### src/rtl/shift_arb_ctrl_pkg.sv
// Shared definitions for the two-requester shift-register arbiter.
// Holds the data-width default, opcode encoding and controller state encoding.
package shift_arb_ctrl_pkg;

    localparam int DW_DEF = 4;

    typedef enum logic [1:0] {
        OP_READ = 2'b00,
        OP_LOAD = 2'b01,
        OP_SHR  = 2'b10,
        OP_SHL  = 2'b11
    } op_e;

    typedef enum logic [1:0] {
        ST_IDLE = 2'b00,
        ST_EXEC = 2'b01,
        ST_RESP = 2'b10
    } state_e;

endpackage

### src/rtl/shift_arb_ctrl_core.sv
// Shared DW-bit register: load, or logical shift right/left by 0..3 with zero fill.
// One operation per cycle; ld has priority over sr, sr over sl.
module shift_core
    import shift_arb_ctrl_pkg::*;
#(
    parameter int DW = DW_DEF
) (
    input  logic          clk,
    input  logic          rst,
    input  logic          ld,
    input  logic          sr,
    input  logic          sl,
    input  logic [1:0]    s_cnt,
    input  logic [DW-1:0] d_in,
    output logic [DW-1:0] q
);

    logic [DW-1:0] q_q;
    logic [DW-1:0] q_d;

    always_comb begin
        q_d = q_q;
        if (ld) begin
            q_d = d_in;
        end else if (sr) begin
            q_d = q_q >> s_cnt;
        end else if (sl) begin
            q_d = q_q << s_cnt;
        end
    end

    always_ff @(posedge clk) begin
        if (rst) begin
            q_q <= '0;
        end else begin
            q_q <= q_d;
        end
    end

    assign q = q_q;

endmodule

### src/rtl/shift_arb_ctrl.sv
// Round-robin arbiter in front of a shared shift register; one command in flight.
// Latency accept->rsp_valid = step count; response holds until rsp_ready, no accept meanwhile.
module shift_arb_ctrl
    import shift_arb_ctrl_pkg::*;
#(
    parameter int DW = DW_DEF
) (
    input  logic          clk,
    input  logic          rst,
    input  logic          req0_valid,
    output logic          req0_ready,
    input  logic [1:0]    req0_op,
    input  logic [2:0]    req0_cnt,
    input  logic [DW-1:0] req0_data,
    input  logic          req1_valid,
    output logic          req1_ready,
    input  logic [1:0]    req1_op,
    input  logic [2:0]    req1_cnt,
    input  logic [DW-1:0] req1_data,
    output logic          rsp_valid,
    input  logic          rsp_ready,
    output logic          rsp_id,
    output logic [DW-1:0] rsp_data
);

    state_e        state_q, state_d;
    logic          rr_q, rr_d;
    logic [2:0]    rem_q, rem_d;
    op_e           op_q, op_d;
    logic [DW-1:0] data_q, data_d;
    logic          id_q, id_d;
    logic          rsp_valid_q, rsp_valid_d;
    logic          rsp_id_q, rsp_id_d;

    logic          gnt_id;
    logic          accept;
    logic          is_shift;
    logic          last_step;
    logic [1:0]    step_amt;
    logic          in_exec;

    // A lone requester wins outright; rr only breaks ties.
    assign gnt_id     = (req0_valid && req1_valid) ? rr_q : req1_valid;
    assign req0_ready = !rst && (state_q == ST_IDLE) && req0_valid && !gnt_id;
    assign req1_ready = !rst && (state_q == ST_IDLE) && req1_valid && gnt_id;
    assign accept     = req0_ready || req1_ready;

    assign in_exec   = (state_q == ST_EXEC);
    assign is_shift  = (op_q == OP_SHR) || (op_q == OP_SHL);
    assign step_amt  = (rem_q > 3'd3) ? 2'd3 : rem_q[1:0];
    assign last_step = !is_shift || (rem_q <= 3'd3);

    always_comb begin
        state_d     = state_q;
        rr_d        = rr_q;
        rem_d       = rem_q;
        op_d        = op_q;
        data_d      = data_q;
        id_d        = id_q;
        rsp_valid_d = rsp_valid_q;
        rsp_id_d    = rsp_id_q;
        case (state_q)
            ST_IDLE: begin
                if (accept) begin
                    op_d    = gnt_id ? op_e'(req1_op) : op_e'(req0_op);
                    rem_d   = gnt_id ? req1_cnt : req0_cnt;
                    data_d  = gnt_id ? req1_data : req0_data;
                    id_d    = gnt_id;
                    rr_d    = !gnt_id;
                    state_d = ST_EXEC;
                end
            end
            ST_EXEC: begin
                if (is_shift) begin
                    rem_d = rem_q - {1'b0, step_amt};
                end
                if (last_step) begin
                    state_d     = ST_RESP;
                    rsp_valid_d = 1'b1;
                    rsp_id_d    = id_q;
                end
            end
            ST_RESP: begin
                if (rsp_ready) begin
                    state_d     = ST_IDLE;
                    rsp_valid_d = 1'b0;
                end
            end
            default: begin
                state_d = ST_IDLE;
            end
        endcase
    end

    always_ff @(posedge clk) begin
        if (rst) begin
            state_q     <= ST_IDLE;
            rr_q        <= 1'b0;
            rem_q       <= '0;
            op_q        <= OP_READ;
            data_q      <= '0;
            id_q        <= 1'b0;
            rsp_valid_q <= 1'b0;
            rsp_id_q    <= 1'b0;
        end else begin
            state_q     <= state_d;
            rr_q        <= rr_d;
            rem_q       <= rem_d;
            op_q        <= op_d;
            data_q      <= data_d;
            id_q        <= id_d;
            rsp_valid_q <= rsp_valid_d;
            rsp_id_q    <= rsp_id_d;
        end
    end

    // The register only moves in EXEC, so it doubles as the held response data.
    shift_core #(.DW(DW)) u_core (
        .clk   (clk),
        .rst   (rst),
        .ld    (in_exec && (op_q == OP_LOAD)),
        .sr    (in_exec && (op_q == OP_SHR)),
        .sl    (in_exec && (op_q == OP_SHL)),
        .s_cnt (step_amt),
        .d_in  (data_q),
        .q     (rsp_data)
    );

    assign rsp_valid = rsp_valid_q;
    assign rsp_id    = rsp_id_q;

endmodule

### config.mk
export PLATFORM = sky130hd
export DESIGN_NAME = shift_arb_ctrl
export DESIGN_NICKNAME = d
export VERILOG_FILES = /design/src/rtl/shift_arb_ctrl_pkg.sv /design/src/rtl/shift_arb_ctrl_core.sv /design/src/rtl/shift_arb_ctrl.sv
export SDC_FILE = /design/constraint.sdc
export NUM_CORES = 1
export LEC_CHECK = 0
export CORE_AREA = 8 8 66 68
export DETAILED_ROUTE_END_ITERATION = 10
export DIE_AREA = 0 0 74 76
export PLACE_DENSITY = 0.76
export REMOVE_ABC_BUFFERS = 1
export SLEW_MARGIN = 20
export SYNTH_ARGS = -nofsm -noshare
export SYNTH_HDL_FRONTEND = slang
export SYNTH_SLANG_ARGS = --single-unit
### constraint.sdc
create_clock -name clk -period 1.8 [get_ports clk]
set_clock_uncertainty 0.2 [all_clocks]
set_input_delay 0.45 -clock clk [delete_from_list [all_inputs] [get_ports clk]]
set_output_delay 0.45 -clock clk [all_outputs]
set_load 0.005 [all_outputs]
==> results of run 1 <==
## layout by cell type, fill, tap and decap left out, types with 2 or more instances in the layout
cell / synthesis / routed
inv_1: 6 / 6
and3_1: 3 / 3
nor3_1: 4 / 2
clkbuf_4: 0 / 3
a311oi_1: 3 / 3
a2bb2oi_1: 2 / 2
nand3b_1: 4 / 4
buf_4: 0 / 25
nor4_1: 2 / 2
nor2b_1: 3 / 3
a211oi_1: 3 / 3
nand2b_1: 6 / 6
mux2i_1: 2 / 2
dlygate4sd2_1: 0 / 8
nor3_2: 0 / 2
a32oi_1: 2 / 2
o211ai_1: 3 / 3
o2111ai_1: 2 / 2
a21oi_1: 13 / 13
clkdlybuf4s50_1: 0 / 19
buf_2: 3 / 2
o21ai_0: 7 / 7
nand2_1: 16 / 16
dfxtp_1: 19 / 10
nor2_1: 15 / 14
a311oi_2: 4 / 4
nand3_1: 10 / 10
o311ai_0: 2 / 2
dfxtp_2: 0 / 8
## report_power, final
group | internal, W | total (W) | switching, W
combinational | 0.000181 | 0.000355 | 0.000174
sequential | 0.000454 | 0.000481 | 0.0000271
clock | 0.0000866 | 0.000230 | 0.000143
total | 0.000722 | 0.00107 | 0.000344
## routing by layer
metal,global-route usage (%),up-vias
met5,0,-
li1,-,694
met2,21.4,37
met3,4.21,7
met4,3.60,0
met1,15.5,648
## worst max-delay path, cell delays in order (launching register included)
cell     delay, ns
dfxtp_2       0.35
or3_4         0.39
nor2_2        0.08
buf_2         0.11
## metrics by stage
stage	instances	cell area (um2)	total power [W]
after floorplan	148	1190	0.000665
after global placement	247	1710	0.000836
after detailed placement	247	1710	0.000842
after CTS	254	1760	0.00107
after global routing	255	1770	0.00114
final	255	1770	0.00107
## cell type report
| type | instances | share of cell area, % |
|---|---|---|
| tap | 48 | 3.39 |
| clock buffer | 4 | 1.48 |
| multi-input combinational | 123 | 45.2 |
| timing repair buffer | 55 | 26.4 |
| inverter | 6 | 1.27 |
| sequential | 19 | 22.2 |
## flip-flops by register name, indices dropped and copies added (netlist names)
name,cells
data_q,4
id_q,1
op_q,2
rem_q,3
rsp_id,1
rr_q,1
rsp_valid,1
state_q,2
u_core.q,4
## cells by family after synthesis
kind of cell / count (synthesis) / share of synthesized area (%)
mux: 2 / 1.56
compound gates: 49 / 28.9
simple gates: 71 / 30.1
flops: 19 / 29.7
buf+inv: 20 / 8.79
fa+ha+maj: 1 / 0.976
## final timing paths
kind	slack [ns]	start	to	depth (start not counted)
hold / removal	0.26	rr_q$_SDFFE_PP0P_	rr_q$_SDFFE_PP0P_	1
hold reg to reg	0.26	rr_q$_SDFFE_PP0P_	rr_q$_SDFFE_PP0P_	1
setup / recovery	-0.07	state_q[0]$_SDFFE_PP0P_	req1_ready	3
setup reg to reg	0.09	state_q[0]$_SDFFE_PP0P_	rem_q[2]$_SDFFE_PP0P_	5
## timing repair
action | CTS | global route
pin swaps | 4 | 1
gates resized for setup | 29 | 2
cloned | 0 | 0
buffers inserted | 3 | 1
hold buffers | 0 | 0
setup endpoints to repair | 16 | 3
==> results.toml, run 1 <==
[outcome]
outcome = "finished, violations left"
violations = "negative setup slack"

[detailed_routing]
wl_met3_um = 172
via_count = 1386
dr_wl_met2_um = 1700
postRouteAntennaNets = 0
dr.first_iter.drc_count = 130
routed.top_layer = "met4"
drc = 0
avgRoutedWirePerCell_um = 13.4
drt-met1-wl_um = 1500
wl_um = 3420
viasPerCell = 5.44
drt-pass1-iter-count = 4

[setup_path]
cp.arrival_ns = 1.22
worst-path-max-fanout = 3
crit_type = "flop to output pin"
endpoint_kind = "output pin"
crit_required_ns = 1.15
cp-start-kind = "flop"

[global_route]
track_usage_pct = 13.0
antenna_found_initial = 0
grt_pass1_vias = 1423
gr-total-overflow = 0
grt_max_degree = 15
grt_pass1_wl_um = 6130

[clock_network]
worstSkewPairLatency_ns = 0.31
clockBufferDepth = 2
cts_tree = "yes"
cts_max_level = 1
path_clk_slew_ns = 0.11
cts_root_buf = "clkbuf_4"
cts_buffers = 3
cts.sink_count = 19

[cells_and_area]
nets = 232
fillCellCount = 348
drive_gt1_share_pct = 23.7
synthToLayoutAreaGrowth_pct = 38.3
seqCellArea_um2 = 394
final_core_util_pct = 51.5
n_antenna_cell = 0
multi_input_area_um2 = 801

[timing]
finalSetupViolations = 2
drv_slew = 0
setup-tns-final_ns = -0.144
setup_ws_ns = -0.0738
fin_hold_ws_ns = 0.256
fmax_mhz = 534
tightest_slew_ns = 0.576
fin_crit_sh_pct = 104
period_minus_slack_ns = 1.87
slew_headroom_pct = 61.1
rsz0062_at_grt = "yes"
hold_viol = 0

[place]
gp_congestion = 0.831
dp_hpwl_um = 2690
numPortBuffers = 30
preCtsSetupSlack_ns = -0.690

[pwr]
ir_drop_uv = 437
powerDensity_nw_per_um2 = 602
power.leakage_nw = 0.686

[floorplanning]
pin_count = 31
initial_core_util_pct = 37.2
core_area_um2 = 3440
dieArea_um2 = 5620
rows = 22
dieHeight_um = 76
dieWidth_um = 74

[synthesis]
yosys-top-cells-area = "dfxtp_1 (30%), a21oi_1 (5.1%), a311oi_2 (4.7%), nand2_1 (4.7%), nor2_1 (4.4%)"
yosysMostFrequentCell = "dfxtp_1"
ys.flop_type = "dfxtp_1"
yosysSeqAreaShare_pct = 29.7
ys_top_cells_by_count = "dfxtp_1 (19), nand2_1 (16), nor2_1 (15), a21oi_1 (13), nand3_1 (10)"
synth_top_area_cell = "dfxtp_1"
ys_seq_elements = 19
syn_inst = 162
synthDominantCellAreaShare_pct = 29.7
avgSynthCellArea_um2 = 7.91
synth.distinct_cells = 43
yosysWarnings = 0
synth_edf_count = 0
synthArstFlopShare_pct = 0
synth_area_um2 = 1280

[worst_hold_path]
hold_class = "flop to flop"

[job]
maxCapViolations = 0
Power figures use the tool's default switching activity.
==> run 2, diff against run 1 <==
--- a/config.mk
+++ b/config.mk
@@ -14,3 +14,4 @@
 export SYNTH_ARGS = -nofsm -noshare
 export SYNTH_HDL_FRONTEND = slang
 export SYNTH_SLANG_ARGS = --single-unit
+export TNS_END_PERCENT = 50
==> run 2 against run 1 <==
  * The flow still finishes with violations (negative setup slack)
  * Setup slack about the same
  * Sequential power about the same
  * Worst hold slack unchanged
  * Largest power group unchanged
  * Highest routed layer unchanged
==> results.toml, run 2 (synthesized netlist as in run 1, its figures left out) <==
[floorplanning]
dieWidth_um = 74
rows = 22
core_area_um2 = 3440
pin_count = 31
dieHeight_um = 76
dieArea_um2 = 5620
initial_core_util_pct = 37.2

[cells_and_area]
n_antenna_cell = 0
final_core_util_pct = 51.5
layout_common_cells = "buf_4 (25), clkdlybuf4s50_1 (19), nand2_1 (16)"
synthToLayoutAreaGrowth_pct = 38.3
final_area_um2 = 1770
fillCellCount = 348
final_common_cell = "buf_4"
drive_gt1_share_pct = 23.7
multi_input_area_um2 = 801
nets = 232
seqCellArea_um2 = 394

[global_route]
met1_usage_pct = 15.5
grt_util_met2_pct = 21.4
grt_pass1_wl_um = 6130
gr-total-overflow = 0
antenna_found_initial = 0
grt_pass1_vias = 1423
track_usage_pct = 13.0
use_met3_pct = 4.21
busiest_layer = "met2"
grt_max_degree = 15

[pwr]
combPwrFrac_pct = 33.3
switching_share_pct = 32.3
total_power_w = 0.00107
ir_drop_uv = 437
powerDensity_nw_per_um2 = 601
power.leakage_nw = 0.686
switchingPower_w = 0.000344
p_clk_share_pct = 21.6
seqPwrFrac_pct = 45.1
internal-power_w = 0.000722

[detailed_routing]
dr.first_iter.drc_count = 112
via_count = 1388
wl_um = 3420
postRouteAntennaNets = 0
drt-pass1-iter-count = 5
viasPerCell = 5.44
drc = 0
avgRoutedWirePerCell_um = 13.4

[worst_hold_path]
worstHoldStart = "rr_q$_SDFFE_PP0P_"
hold_class = "flop to flop"

[clock_network]
cts.sink_count = 19
worstSkewPairLatency_ns = 0.31
cts_max_level = 1
cts_buffers = 3
cts_root_buf = "clkbuf_4"
path_clk_slew_ns = 0.11
clockBufferDepth = 2
cts_tree = "yes"

[timing]
rsz0062_at_grt = "yes"
finalSetupViolations = 2
setup_ws_ns = -0.0737
fin_hold_ws_ns = 0.256
fmax_mhz = 534
fin_crit_sh_pct = 104
tightest_slew_ns = 0.575
hold_viol = 0
drv_slew = 0
period_minus_slack_ns = 1.87
slew_headroom_pct = 61.1

[setup_path]
crit_chain = "or3_4 > nor2_2 > buf_2"
cp_top_family = "simple AND/OR/NAND/NOR gates"
cp.arrival_ns = 1.22
crit_buf_inv = 1
cp-startpoint = "state_q[0]$_SDFFE_PP0P_"
cp-start-kind = "flop"
critPathMaxStageDelay_ns = 0.39
slowest_stage = "or3_4"
worst-path-max-fanout = 3
crit_type = "flop to output pin"
timing.rr.start = "state_q[0]$_SDFFE_PP0P_"
crit_required_ns = 1.15
endpoint_kind = "output pin"

[job]
maxCapViolations = 0

[outcome]
violations = "negative setup slack"
outcome = "finished, violations left"

[place]
numPortBuffers = 30
preCtsSetupSlack_ns = -0.690
placed_cell_area_um2 = 1710
dp_hpwl_um = 2690
gp_congestion = 0.831
[run 2: cell counts in the layout (fill, tap and decap cells not counted)]
No cell type changed its count.
[run 2: metal layers]
layer	wire (um)	share of wire [%]
met1	1490	44
met2	1700	50
met3	183	5.3
met4	42	1.2
met5	0	0
[run 2: power by group through the flow]
stage	clock network (W)	logic [W]	registers, W
finish	0.000230	0.000355	0.000481
detailed placement	0	0.000352	0.000490
CTS	0.000235	0.000351	0.000481
global placement	0	0.000346	0.000490
global route	0.000258	0.000392	0.000487
floorplan	0	0.000159	0.000506
[run 2: final timing paths]
kind | depth (start not counted) | slack (ns) | end
hold reg to reg | 1 | 0.26 | rr_q$_SDFFE_PP0P_
setup / recovery | 3 | -0.07 | req1_ready
hold / removal | 1 | 0.26 | rr_q$_SDFFE_PP0P_
setup reg to reg | 5 | 0.09 | rem_q[2]$_SDFFE_PP0P_
[run 2: timing repair]
action                     4_1_cts  5_1_grt
pin swaps                        4        1
gates resized for setup         29        2
hold buffers                     0        0
cloned                           0        0
setup endpoints to repair       16        3
setup buffers                    3        1
[run 2: area by class of cell]
type / count / area share, %
multi-input combinational: 123 / 45.2
timing repair buffer: 55 / 26.4
sequential: 19 / 22.2
tap: 48 / 3.39
clock buffer: 4 / 1.48
inverter: 6 / 1.27
[run 2: stage by stage]
step,std cells,setup TNS (ns)
after CTS,254,-0.117
after global placement,247,-4.82
after floorplan,148,0
final,255,-0.144
after global routing,255,-0.304
after detailed placement,247,-5.08
